==> config.mk <==
export PLATFORM = sky130hd
export DESIGN_NAME = crc32_stream
export DESIGN_NICKNAME = d
export VERILOG_FILES = /design/src/rtl/crc32_pkg.sv /design/src/rtl/crc32_step.sv /design/src/rtl/crc32_stream.sv
export SDC_FILE = /design/constraint.sdc
export NUM_CORES = 1
export LEC_CHECK = 0
export CAP_MARGIN = 20
export CORE_AREA = 2 2 109 154
export CTS_CLUSTER_SIZE = 8
export DETAILED_ROUTE_END_ITERATION = 16
export DIE_AREA = 0 0 111 156
export PLACE_DENSITY = 0.51
export SLEW_MARGIN = 0
export SYNTH_ARGS = -nofsm -noshare
export SYNTH_HDL_FRONTEND = slang
export SYNTH_SLANG_ARGS = --single-unit
==> constraint.sdc <==
create_clock -name clk -period 5.2 [get_ports clk]
set_clock_uncertainty 0.15 [all_clocks]
set_input_delay 0.78 -clock clk [delete_from_list [all_inputs] [get_ports clk]]
set_output_delay 0.78 -clock clk [all_outputs]
set_load 0.02 [all_outputs]
==> src/rtl/crc32_pkg.sv <==
// crc32_pkg: shared types and constants for the streaming CRC-32 engine.
// State encoding, IEEE 802.3 defaults and a bit-reversal helper for
// callers that work with the non-reflected form of the polynomial/result.
package crc32_pkg;

    typedef enum logic [1:0] {
        IDLE,
        SHIFT,
        DONE
    } state_t;

    localparam logic [31:0] CRC32_POLY_REFL = 32'hEDB88320;
    localparam logic [31:0] CRC32_INIT      = 32'hFFFFFFFF;
    localparam logic [31:0] CRC32_XOR_OUT   = 32'hFFFFFFFF;

    function automatic logic [31:0] reflect32(input logic [31:0] v);
        logic [31:0] r;
        for (int i = 0; i < 32; i++) begin
            r[i] = v[31-i];
        end
        return r;
    endfunction

endpackage

==> src/rtl/crc32_step.sv <==
// crc32_step: combinational fold of BITS_PER_CYCLE message bits into a
// reflected CRC-32 register. bits_in[0] is the first message bit.
module crc32_step
    import crc32_pkg::*;
#(
    parameter int          BITS_PER_CYCLE = 8,
    parameter logic [31:0] POLY_REFL      = CRC32_POLY_REFL
) (
    input  logic [31:0]               crc_in,
    input  logic [BITS_PER_CYCLE-1:0] bits_in,
    output logic [31:0]               crc_next
);

    logic [31:0] c;

    // Unrolled reflected LFSR: one shift-and-conditional-XOR per message bit.
    always_comb begin
        c = crc_in;
        for (int i = 0; i < BITS_PER_CYCLE; i++) begin
            if (c[0] ^ bits_in[i]) begin
                c = (c >> 1) ^ POLY_REFL;
            end else begin
                c = c >> 1;
            end
        end
        crc_next = c;
    end

endmodule

==> src/rtl/crc32_stream.sv <==
// crc32_stream: streaming CRC-32 over multi-word frames with ready/valid on
// input and result. Each accepted word is folded BITS_PER_CYCLE bits per
// clock; the final word of a frame produces a held result until consumed.
// Optional build macro CRC32_STREAM_PARTIAL_EN adds in_bytes so the last
// word of a frame may carry fewer than DATA_W/8 valid bytes.
module crc32_stream
    import crc32_pkg::*;
#(
    parameter int          DATA_W         = 32,
    parameter int          BITS_PER_CYCLE = 8,
    parameter logic [31:0] POLY_REFL      = CRC32_POLY_REFL,
    parameter logic [31:0] INIT           = CRC32_INIT,
    parameter logic [31:0] XOR_OUT        = CRC32_XOR_OUT
) (
    input  logic              clk,
    input  logic              rst_n,
    input  logic              in_valid,
    output logic              in_ready,
    input  logic [DATA_W-1:0] in_data,
    input  logic              in_last,
`ifdef CRC32_STREAM_PARTIAL_EN
    input  logic [$clog2(DATA_W/8):0] in_bytes,
`endif
    output logic              out_valid,
    input  logic              out_ready,
    output logic [31:0]       crc_out,
    output logic              busy
);

    localparam int WORD_STEPS = DATA_W / BITS_PER_CYCLE;
    localparam int CNT_W      = $clog2(DATA_W + 1);

    state_t            state_q, state_d;
    logic [31:0]       crc_q, crc_d;
    logic [DATA_W-1:0] sh_q, sh_d;
    logic              last_q, last_d;
    logic [CNT_W-1:0]  cnt_q, cnt_d;
    logic [CNT_W-1:0]  cnt_start;
    logic [31:0]       crc_wide;
    logic [31:0]       fold_crc;
    logic [DATA_W-1:0] fold_sh;

    crc32_step #(
        .BITS_PER_CYCLE (BITS_PER_CYCLE),
        .POLY_REFL      (POLY_REFL)
    ) u_step (
        .crc_in   (crc_q),
        .bits_in  (sh_q[BITS_PER_CYCLE-1:0]),
        .crc_next (crc_wide)
    );

`ifdef CRC32_STREAM_PARTIAL_EN
    localparam int BYTES   = DATA_W / 8;
    localparam int BYTES_W = $clog2(BYTES) + 1;

    logic        narrow_q, narrow_d, narrow_start;
    logic [31:0] crc_bit;

    // Single-bit folder used when a short last word does not fill a whole
    // BITS_PER_CYCLE slice (only possible when BITS_PER_CYCLE exceeds a byte).
    crc32_step #(
        .BITS_PER_CYCLE (1),
        .POLY_REFL      (POLY_REFL)
    ) u_step_bit (
        .crc_in   (crc_q),
        .bits_in  (sh_q[0]),
        .crc_next (crc_bit)
    );

    // Shift length for the accepted word; a zero or full byte count means a full word.
    always_comb begin
        narrow_start = 1'b0;
        cnt_start    = CNT_W'(WORD_STEPS - 1);
        if (in_last && (in_bytes != '0) && (in_bytes < BYTES_W'(BYTES))) begin
            if (BITS_PER_CYCLE > 8) begin
                narrow_start = 1'b1;
                cnt_start    = CNT_W'(int'(in_bytes) * 8 - 1);
            end else begin
                cnt_start    = CNT_W'(int'(in_bytes) * 8 / BITS_PER_CYCLE - 1);
            end
        end
    end

    assign fold_crc = narrow_q ? crc_bit : crc_wide;
    assign fold_sh  = narrow_q ? (sh_q >> 1) : (sh_q >> BITS_PER_CYCLE);
`else
    assign cnt_start = CNT_W'(WORD_STEPS - 1);
    assign fold_crc  = crc_wide;
    assign fold_sh   = sh_q >> BITS_PER_CYCLE;
`endif

    // Next-state and datapath update: accept in IDLE, fold in SHIFT, hold in DONE.
    always_comb begin
        state_d = state_q;
        crc_d   = crc_q;
        sh_d    = sh_q;
        last_d  = last_q;
        cnt_d   = cnt_q;
`ifdef CRC32_STREAM_PARTIAL_EN
        narrow_d = narrow_q;
`endif
        case (state_q)
            IDLE: begin
                if (in_valid) begin
                    sh_d    = in_data;
                    last_d  = in_last;
                    cnt_d   = cnt_start;
                    state_d = SHIFT;
`ifdef CRC32_STREAM_PARTIAL_EN
                    narrow_d = narrow_start;
`endif
                end
            end
            SHIFT: begin
                crc_d = fold_crc;
                sh_d  = fold_sh;
                cnt_d = cnt_q - CNT_W'(1);
                if (cnt_q == '0) begin
                    state_d = last_q ? DONE : IDLE;
                end
            end
            DONE: begin
                if (out_ready) begin
                    crc_d   = INIT;
                    state_d = IDLE;
                end
            end
            default: begin
                state_d = IDLE;
            end
        endcase
    end

    // Control state and CRC register; reset drops any partial frame.
    always_ff @(posedge clk or negedge rst_n) begin
        if (!rst_n) begin
            state_q <= IDLE;
            crc_q   <= INIT;
            cnt_q   <= '0;
            last_q  <= 1'b0;
`ifdef CRC32_STREAM_PARTIAL_EN
            narrow_q <= 1'b0;
`endif
        end else begin
            state_q <= state_d;
            crc_q   <= crc_d;
            cnt_q   <= cnt_d;
            last_q  <= last_d;
`ifdef CRC32_STREAM_PARTIAL_EN
            narrow_q <= narrow_d;
`endif
        end
    end

    // Message shift register; contents are only meaningful in SHIFT.
    always_ff @(posedge clk) begin
        sh_q <= sh_d;
    end

    assign in_ready  = (state_q == IDLE);
    assign out_valid = (state_q == DONE);
    assign crc_out   = (state_q == DONE) ? (crc_q ^ XOR_OUT) : 32'h0;
    assign busy      = (state_q != IDLE) || (crc_q != INIT);

endmodule

==> flow_summary.yaml <==
run_status:
  outcome: "finished clean"
clock_tree:
  clk_pin_slew_worst_paths_ns: 0.06
  clockBufferDepth: 2
  cts_tree: "done"
  clock_sinks: 73
  cts-buffers-inserted: 9
  cts_hold_buffers: 0
  post-cts-setup-buffer-count: 0
  postCtsResizedCells: 0
  cts_max_level: 3
  clock-root-buffer: "clkbuf_16"
  clock_latency_ns: 0.33
synth:
  syn_area_um2: 3920
  synth.top_cells.by_area: "edfxtp_1, dfstp_2, xnor2_1"
  postSynth.asyncResetShare: 0.562
  ys_seq_area_frac: 0.517
  ys.warnings.count: 0
  most_frequent_cells_after_synthesis: "nand2_1, nor2_1, xnor2_1"
  synth.top_cell.area_share: 0.245
  synth.ff_latch_count: 73
  synth-edff-count: 32
  syn_avg_cell_area_um2: 10.1
  gate_count_of_the_mapped_netlist: 387
  ys.flop_type: "edfxtp_1"
  synth_top_area_cell: "edfxtp_1"
  post-synth-top-count-cell: "nand2_1"
  yosys.cell_types.count: 31
  mappedNetlistNets: 426
critical_path:
  worstSetupStartpoint: "state_q[1]"
  worst_path_largest_cell_delay_ns: 0.56
  crit_path_top_delay_cell: "clkdlybuf4s50_1"
  r2r_setup_slack_ns: 2.95
  type_of_the_worst_setup_path: "register to output pin"
  setup_crit_end_kind: "output pin"
  timing.rr.start: "state_q[1]"
  cp_data_arrival_time_ns: 2.18
  cp_data_required_time_ns: 4.27
  timing.critical_path.buf_inv: 3
  path_cells: "nand2b_1, buf_4, inv_1, clkdlybuf4s50_1"
  cp_top_family: "buffers and inverters"
  setup.worst_path.start_class: "register"
  critPathMaxFanout: 21
  timing.rr.end: "sh_q[7]"
  reg2reg_depth: 4
layout:
  filler_cell_count: 1643
  multi_input_area_um2: 1820
  design_area_final_um2: 5160
  antenna-diode-count: 0
  area_growth_pct: 31.7
  num-nets-final: 495
  regArea_um2: 2030
  final_layout_size_suffix_gt1_frac: 0.152
grt:
  globalRoute.totalOverflow: 0
  grt_antenna_before_repair: 0
  grt_pass1_wl_mm: 15.7
  gr-usage-all-layers: 0.115
  first_global_vias: 2990
  grt_max_degree: 42
sta:
  timing.final.crit_period_ns: 3.11
  count_of_endpoints_failing_setup_in_the_final_report: 0
  max-slew-margin-rel: 0.381
  max_slew.worst_pin.slew_ns: 0.929
  final_critical_path_setup_slack_ns: 2.09
  finalSetupTns_ns: 0
  timing_hold_violations_final: 0
  finalMaxSlewViolations: 0
  grt_setup_unrepaired: "no"
  holdWs_ns: 0.339
  share_of_the_clock_period_used_by_the_worst_path: 0.598
  max_clock_freq_mhz: 322
die:
  die_height_um: 156
  core-area_um2: 15900
  fp.dieW_um: 111
  initial_utilization: 0.247
  dieArea_um2: 17300
  top_level_ports: 72
  row_count: 55
placed_design:
  gpl_congestion: 0.812
  dp_worst_setup_slack_ns: 2.44
  post_place_instance_area_um2: 4840
  io_buffer_count: 71
  dpl.hpwl_mm: 6.82
min_path:
  min_delay_path_depth: 1
  hold_class: "register to register"
  hold_path.startpoint: "cnt_q[0]"
  whs_endpoint: "cnt_q[0]"
drt:
  drc: 0
  drt_iter0_markers: 101
  detail_route.wirelength_mm: 9.65
  num_vias: 2827
  drt_first_pass_iters: 4
  route.detailed.wl_per_inst_um: 14.6
  vias_per_cell: 4.28
  antenna_violating_nets_post_route: 0
job:
  max_capacitance_violation_total: 0
[layout by cell type (no fill, tap or decap), types with 4 or more instances in the layout]
master / instances
a21oi_1: 33
and2_1: 8
buf_4: 4
clkbuf_16: 9
clkdlybuf4s50_1: 70
dfrtp_1: 9
dfstp_2: 32
edfxtp_1: 32
nand2_1: 77
nand3_1: 5
nand4_1: 8
nor2_1: 69
o21ai_0: 5
xnor2_1: 39
xnor2_2: 9
xnor2_4: 4
xor2_1: 18
[kinds of logic (layout without fill, tap and decap cells)]
| kind of cell | count (synthesis) | count (layout) | share of synthesized area |
|---|---|---|---|
| AO/OA/AOI/OAI | 41 | 41 | 0.0549 |
| XOR/XNOR | 74 | 74 | 0.213 |
| adder cells (fa/ha/maj) | 2 | 2 | 0.00638 |
| buffers and inverters | 21 | 95 | 0.0201 |
| flip-flops | 73 | 73 | 0.517 |
| multiplexers | 1 | 1 | 0.00287 |
| AND/OR/NAND/NOR | 175 | 175 | 0.185 |
[routing by layer]
| metal | global-route usage | vias to the layer above | wire (um) |
|---|---|---|---|
| li1 | - | 1407 | - |
| met4 | 0.0393 | 0 | 135 |
| met1 | 0.143 | 1331 | 4290 |
| met5 | 0 | - | 0 |
| met3 | 0.0276 | 9 | 486 |
| met2 | 0.196 | 80 | 4730 |
[worst register-to-register path: cells and delay by family (launching register included)]
family,cells,cell delay (ns)
buffers and inverters,1,0.40
flip-flops,1,0.42
AND/OR/NAND/NOR,3,0.95
[worst max path at each step]
| stage | end | slack (ns) | depth (start not counted) |
|---|---|---|---|
| after global placement | crc_out[0] | 2.44 | 4 |
| after global routing | crc_out[1] | 1.97 | 4 |
| after CTS | crc_out[0] | 2.06 | 4 |
| final | out_valid | 2.09 | 4 |
| after floorplan | sh_q[0] | 2.91 | 3 |
| after detailed placement | out_valid | 2.44 | 4 |
[sequential cells by signal, summed over array words and instances (netlist names)]
name     flops
sh_q        32
cnt_q        6
crc_q       32
last_q       1
state_q      2
[metrics by stage]
stage,instances,util
after global placement,643,0.305
after CTS,659,0.323
after floorplan,387,-
after detailed placement,643,0.305
after global routing,660,0.325
final,660,0.325
[area by class of cell]
type                    instances  area share
flip-flops and latches         73       0.393
repair buffers                 76       0.148
clock inverters                 5      0.0109
well taps                     199      0.0483
clock buffers                  11      0.0451
multi-input cells             293       0.353
inverters                       3     0.00218
Power is not shown: default switching activity piles up to over one toggle a cycle in this logic, so the estimate is an artifact.
